==> src/rtl/pipe_pkg.sv <==
// Shared definitions for elastic pipeline stages.
//  pipe_state_t     : occupancy of a two-slot stage (EMPTY / ONE / FULL)
//  PIPE_CTRL_BUBBLE : bit value replicated across a control word to form a bubble
//  exmem_ctrl_t     : EX/MEM control word layout (16 bits)
//  exmem_data_t     : EX/MEM payload layout (256 bits)
package pipe_pkg;

   typedef enum logic [1:0] {
      EMPTY = 2'd0,
      ONE   = 2'd1,
      FULL  = 2'd2
   } pipe_state_t;

   localparam logic PIPE_CTRL_BUBBLE = '0;

   typedef struct packed {
      logic        reg_wr;
      logic        mem_wr;
      logic        dren;
      logic        dwen;
      logic        halt;
      logic [10:0] rsvd;
   } exmem_ctrl_t;

   typedef struct packed {
      logic [31:0] pc;
      logic [31:0] rdat1;
      logic [31:0] rdat2;
      logic [31:0] alu_res;
      logic [31:0] instr;
      logic [31:0] imm;
      logic [63:0] rsvd;
   } exmem_data_t;

   localparam int PIPE_CTRL_W = $bits(exmem_ctrl_t);
   localparam int PIPE_DATA_W = $bits(exmem_data_t);

endpackage

==> src/rtl/pipe_slot.sv <==
// One ctrl+data holding register with a valid bit.
// Ports:
//  CLK, nRST        clock, async active-low reset (clears valid, ctrl and data)
//  flush            sync: clears valid and zeroes ctrl, data holds
//  load             capture d_ctrl/d_data and set valid
//  clr              drop valid (entry consumed), contents hold
//  d_ctrl, d_data   load values
//  valid, ctrl, data  slot contents
module pipe_slot
   import pipe_pkg::*;
#(
   parameter int CTRL_W = PIPE_CTRL_W,
   parameter int DATA_W = PIPE_DATA_W
) (
   input  logic              CLK,
   input  logic              nRST,
   input  logic              flush,
   input  logic              load,
   input  logic              clr,
   input  logic [CTRL_W-1:0] d_ctrl,
   input  logic [DATA_W-1:0] d_data,
   output logic              valid,
   output logic [CTRL_W-1:0] ctrl,
   output logic [DATA_W-1:0] data
);

   always_ff @(posedge CLK or negedge nRST) begin
      if (!nRST) begin
         valid <= 1'b0;
         ctrl  <= '0;
         data  <= '0;
      end else if (flush) begin
         valid <= 1'b0;
         ctrl  <= {CTRL_W{PIPE_CTRL_BUBBLE}};
      end else if (load) begin
         valid <= 1'b1;
         ctrl  <= d_ctrl;
         data  <= d_data;
      end else if (clr) begin
         valid <= 1'b0;
      end
   end

endmodule

==> src/rtl/pipe_stage_skid.sv <==
// Elastic pipeline stage with a 2-entry skid buffer (MAIN drives outputs,
// SKID catches the entry accepted while MAIN is stalled).
// Optional perf counters enabled by defining PIPE_PERF_EN.
// Ports:
//  CLK, nRST             clock, async active-low reset
//  flush                 sync flush: drops held entries and the current input
//  in_valid/in_ready     upstream handshake (in_ready is a flop output)
//  in_ctrl/in_data       upstream entry
//  out_valid/out_ready   downstream handshake
//  out_ctrl/out_data     MAIN entry (ctrl forced to 0 when out_valid=0)
//  stall_cnt/bubble_cnt  saturating perf counters, 0 without PIPE_PERF_EN
//
// state | meaning
// EMPTY | no slot valid
// ONE   | MAIN valid, SKID empty
// FULL  | MAIN and SKID valid, in_ready low
module pipe_stage_skid
   import pipe_pkg::*;
#(
   parameter int CTRL_W = 16,
   parameter int DATA_W = 256,
   parameter int CNT_W  = 32
) (
   input  logic              CLK,
   input  logic              nRST,
   input  logic              flush,
   input  logic              in_valid,
   output logic              in_ready,
   input  logic [CTRL_W-1:0] in_ctrl,
   input  logic [DATA_W-1:0] in_data,
   output logic              out_valid,
   input  logic              out_ready,
   output logic [CTRL_W-1:0] out_ctrl,
   output logic [DATA_W-1:0] out_data,
   output logic [CNT_W-1:0]  stall_cnt,
   output logic [CNT_W-1:0]  bubble_cnt
);

   pipe_state_t       state;
   logic              main_valid, skid_valid;
   logic [CTRL_W-1:0] main_ctrl, skid_ctrl, main_d_ctrl;
   logic [DATA_W-1:0] main_data, skid_data, main_d_data;
   logic              main_load, main_from_skid, main_clr;
   logic              skid_load, skid_clr;
   logic              acc, pop;

   assign in_ready  = !skid_valid;
   assign out_valid = main_valid;
   assign acc       = in_valid & in_ready;
   assign pop       = main_valid & out_ready;

   always_comb begin
      main_load      = 1'b0;
      main_from_skid = 1'b0;
      main_clr       = 1'b0;
      skid_load      = 1'b0;
      skid_clr       = 1'b0;
      case (state)
         EMPTY: main_load = acc;
         ONE: begin
            main_load = acc & pop;
            skid_load = acc & !pop;
            main_clr  = pop & !acc;
         end
         FULL: begin
            main_load      = pop;
            main_from_skid = pop;
            skid_clr       = pop;
         end
         default: ;
      endcase
   end

   assign main_d_ctrl = main_from_skid ? skid_ctrl : in_ctrl;
   assign main_d_data = main_from_skid ? skid_data : in_data;

   always_ff @(posedge CLK or negedge nRST) begin
      if (!nRST) begin
         state <= EMPTY;
      end else if (flush) begin
         state <= EMPTY;
      end else begin
         case (state)
            EMPTY: if (acc) state <= ONE;
            ONE: begin
               if (acc && !pop)      state <= FULL;
               else if (pop && !acc) state <= EMPTY;
            end
            FULL: if (pop) state <= ONE;
            default: state <= EMPTY;
         endcase
      end
   end

   pipe_slot #(.CTRL_W(CTRL_W), .DATA_W(DATA_W)) u_main (
      .CLK    (CLK),
      .nRST   (nRST),
      .flush  (flush),
      .load   (main_load),
      .clr    (main_clr),
      .d_ctrl (main_d_ctrl),
      .d_data (main_d_data),
      .valid  (main_valid),
      .ctrl   (main_ctrl),
      .data   (main_data)
   );

   pipe_slot #(.CTRL_W(CTRL_W), .DATA_W(DATA_W)) u_skid (
      .CLK    (CLK),
      .nRST   (nRST),
      .flush  (flush),
      .load   (skid_load),
      .clr    (skid_clr),
      .d_ctrl (in_ctrl),
      .d_data (in_data),
      .valid  (skid_valid),
      .ctrl   (skid_ctrl),
      .data   (skid_data)
   );

   // MAIN ctrl keeps its last value after a plain pop, so gate it here.
   assign out_ctrl = main_valid ? main_ctrl : {CTRL_W{PIPE_CTRL_BUBBLE}};
   assign out_data = main_data;

`ifdef PIPE_PERF_EN
   logic [CNT_W-1:0] stall_q, bubble_q;

   always_ff @(posedge CLK or negedge nRST) begin
      if (!nRST) begin
         stall_q  <= '0;
         bubble_q <= '0;
      end else begin
         if (main_valid && !out_ready && !(&stall_q)) stall_q <= stall_q + CNT_W'(1);
         if (!main_valid && !(&bubble_q))             bubble_q <= bubble_q + CNT_W'(1);
      end
   end

   assign stall_cnt  = stall_q;
   assign bubble_cnt = bubble_q;
`else
   assign stall_cnt  = '0;
   assign bubble_cnt = '0;
`endif

endmodule

==> config.mk <==
export PLATFORM = sky130hd
export DESIGN_NAME = pipe_stage_skid
export DESIGN_NICKNAME = d
export VERILOG_FILES = /design/src/rtl/pipe_pkg.sv /design/src/rtl/pipe_slot.sv /design/src/rtl/pipe_stage_skid.sv
export SDC_FILE = /design/constraint.sdc
export NUM_CORES = 1
export LEC_CHECK = 0
export ABC_CLOCK_PERIOD_IN_PS = 2600
export CORE_AREA = 5 5 233 235
export CTS_CLUSTER_SIZE = 10
export DETAILED_ROUTE_END_ITERATION = 8
export DIE_AREA = 0 0 238 240
export MAX_ROUTING_LAYER = met4
export PLACE_DENSITY = 0.84
export SYNTH_ARGS = -nofsm -noshare
export SYNTH_HDL_FRONTEND = slang
export SYNTH_SLANG_ARGS = --single-unit
export TNS_END_PERCENT = 100
==> constraint.sdc <==
create_clock -name CLK -period 2.6 [get_ports CLK]
set_input_delay 0.65 -clock CLK [delete_from_list [all_inputs] [get_ports CLK]]
set_output_delay 0.65 -clock CLK [all_outputs]
set_load 0.05 [all_outputs]
==> flow_summary.json <==
{
  "endpoint_kind": "output port",
  "drtIter0Drc": 730,
  "gp_congestion": 0.893,
  "clkPwrFrac": 0.234,
  "combPwrFrac": 0.348,
  "p_seq_frac": 0.418,
  "drive_gt1_frac": 0.315,
  "die_width_um": 238,
  "firstDrtPassIters": 5,
  "wl_per_cell_um": 21.5,
  "grt_pass1_vias": 17200,
  "rrSetupSlack_ps": 250,
  "ys_ff_latch": 548,
  "avgSynthCellArea_um2": 15.0,
  "grt_first_pass_wirelength_um": 97800,
  "ys_seq_area_frac": 0.567,
  "fp.coreArea_mm2": 0.0520,
  "yosys_warnings": 0,
  "io_buffers": 550,
  "sw_frac_of_total": 0.357,
  "grt_max_degree": 66,
  "fin_util": 0.624,
  "p_leak_uw": 0.0138,
  "initial_core_util": 0.465,
  "ff_latch_area_mm2": 0.0137,
  "reg2reg_to": "u_main.data[92]",
  "wl_um": 62800,
  "post_cts_resized": 23,
  "cts_tree": "done",
  "p_per_area_mw_per_mm2": 954,
  "multi_input_area_mm2": 0.00970,
  "required_ps": 1950,
  "track_usage": 0.220,
  "crit_start": "u_main.valid",
  "crit_arrival_ps": 1870,
  "cap_violations": 0,
  "area_growth_pct": 34.3,
  "hold_class": "in -> async",
  "synth_area_mm2": 0.0242,
  "syn_inst": 1610,
  "p_int_uw": 19900,
  "yosysTopAreaCellShare": 0.567,
  "ys_async_sr_fraction": 1.00,
  "post-route-min-period_ps": 2520,
  "nNetsFinal": 2492,
  "synth_flop_cell": "dfrtp_1",
  "detail-route-antenna-nets": 0,
  "cts-buffers-inserted": 61,
  "cts_buffer_depth": 3,
  "setup_viol_count_final": 0,
  "synth.area.top_cells": "dfrtp_1 (57%), mux2_2 (25%), mux2_1 (11%), buf_4 (2.7%), buf_2 (0.74%)",
  "yosys.area.top_type": "dfrtp_1",
  "fin_skew_ps": 14.5,
  "slew_viol_final": 0,
  "startpoint_type": "flop",
  "reg2reg_depth": 8,
  "rsz0062_at_grt": "false",
  "status": "finished clean",
  "vias": 15400,
  "yosysMostFrequentCell": "dfrtp_1",
  "postCtsSetupBuffers": 0,
  "dp_hpwl_um": 45400,
  "cts_root_buffer": "clkbuf_16",
  "nFillCells": 3770,
  "peakVddDrop_mv": 0.842,
  "slew_headroom": 0.593,
  "critPathMaxFanout": 22,
  "antenna_found_initial": 12,
  "route.detailed.drc": 0,
  "clk_latency_ps": 600,
  "viasPerCell": 5.26,
  "design.die.area_mm2": 0.0571,
  "path_class": "reg -> out",
  "r2r-start": "u_main.valid",
  "worst_slew_pin_slew_ps": 608,
  "htreeDepth": 2,
  "switchingPower_uw": 11100,
  "clock_sink_count": 548,
  "chipHeight_um": 240,
  "clkTransAtPathRegs_ps": 60,
  "grt_overflow": 0,
  "ios": 615,
  "synth_cell_types": 32,
  "final-hold-violation-count": 0,
  "ys_top_cells_by_count": "dfrtp_1 (548), mux2_2 (528), mux2_1 (240)",
  "setup-tns-final_ps": 0,
  "synth_edf_count": 0,
  "postCtsHoldBufs": 0,
  "std_cell_rows": 84,
  "post-route-period-util": 0.970,
  "fmax_ghz": 0.397
}
state kept, by name, summed over array words and instances, names as in the netlist:
register / flops
u_skid.ctrl: 16
u_main.ctrl: 16
u_main.data: 256
u_main.valid: 1
u_skid.valid: 1
state: 2
u_skid.data: 256
per-stage QoR:
step	instances	area (um2)	hold slack, ps	power [uW]	setup WS [ps]
2_1_floorplan	1673	24400	354	19600	88.5
3_3_place_gp	2837	30900	466	23400	-270
3_5_place_dp	2837	30900	474	23900	-304
4_1_cts	2905	32500	9.56	31300	1.98
5_1_grt	2917	32500	24.6	32400	6.53
6_report	2920	32500	24.7	31000	78.7
worst max-delay path, cell delays in order (launching register included):
cell           delay (ps)
dfrtp_2               560
and2_1                180
dlygate4sd2_1         540
per-layer routing:
layer  track usage  share of wire  up-vias
met4        0.0783          0.028        0
li1              -              -     6834
met2         0.365           0.51      517
met1         0.271           0.40     7899
met5             -              0        -
met3        0.0467          0.060      119
power by group through the flow:
stage / Clock [uW] / Combinational [uW] / Sequential (uW)
floorplan: 0 / 3140 / 16500
global placement: 0 / 10600 / 12900
detailed placement: 0 / 10800 / 13000
CTS: 7450 / 10900 / 12900
global route: 7810 / 11300 / 13200
finish: 7250 / 10800 / 13000
worst max path at each step:
stage	cells past startpoint	slack, ps	end
6_report	2	80	out_ctrl[13]
5_1_grt	2	7	out_ctrl[13]
4_1_cts	2	2	out_ctrl[1]
3_5_place_dp	9	-300	u_main.data[36]
3_3_place_gp	9	-270	u_main.data[15]
2_1_floorplan	10	90	u_main.data[215]
cell type report:
cell class              instances  share of cell area
flip-flops and latches        548               0.422
diodes                         15             0.00116
clock buffers                  66              0.0479
multi-input cells             954               0.298
well taps                     688              0.0265
clock inverters                 2            0.000308
inverters                       4            0.000462
repair buffers                643               0.203
logic make-up (layout without fill, tap and decap cells):
logic type,count (synthesis),count (layout),synth area share
compound gates,40,40,0.0139
buf+inv,171,715,0.0421
fa+ha+maj,3,3,0.00155
mux,768,768,0.358
flops,548,548,0.567
simple gates,79,79,0.0177
other cells,1,79,0.000155
cells in the final DEF (no fill, tap or decap), types with 9 or more instances in the layout:
| cell | instances |
|---|---|
| conb_1 | 64 |
| clkdlybuf4s15_1 | 9 |
| diode_2 | 15 |
| a22o_1 | 16 |
| and2_1 | 16 |
| a311oi_1 | 16 |
| nor4_1 | 16 |
| mux2_2 | 528 |
| clkbuf_16 | 61 |
| nand2_1 | 34 |
| mux2_1 | 240 |
| dfrtp_1 | 547 |
| clkdlybuf4s50_1 | 530 |
| buf_4 | 59 |
| buf_12 | 34 |
(Power assumes the default switching activity.)
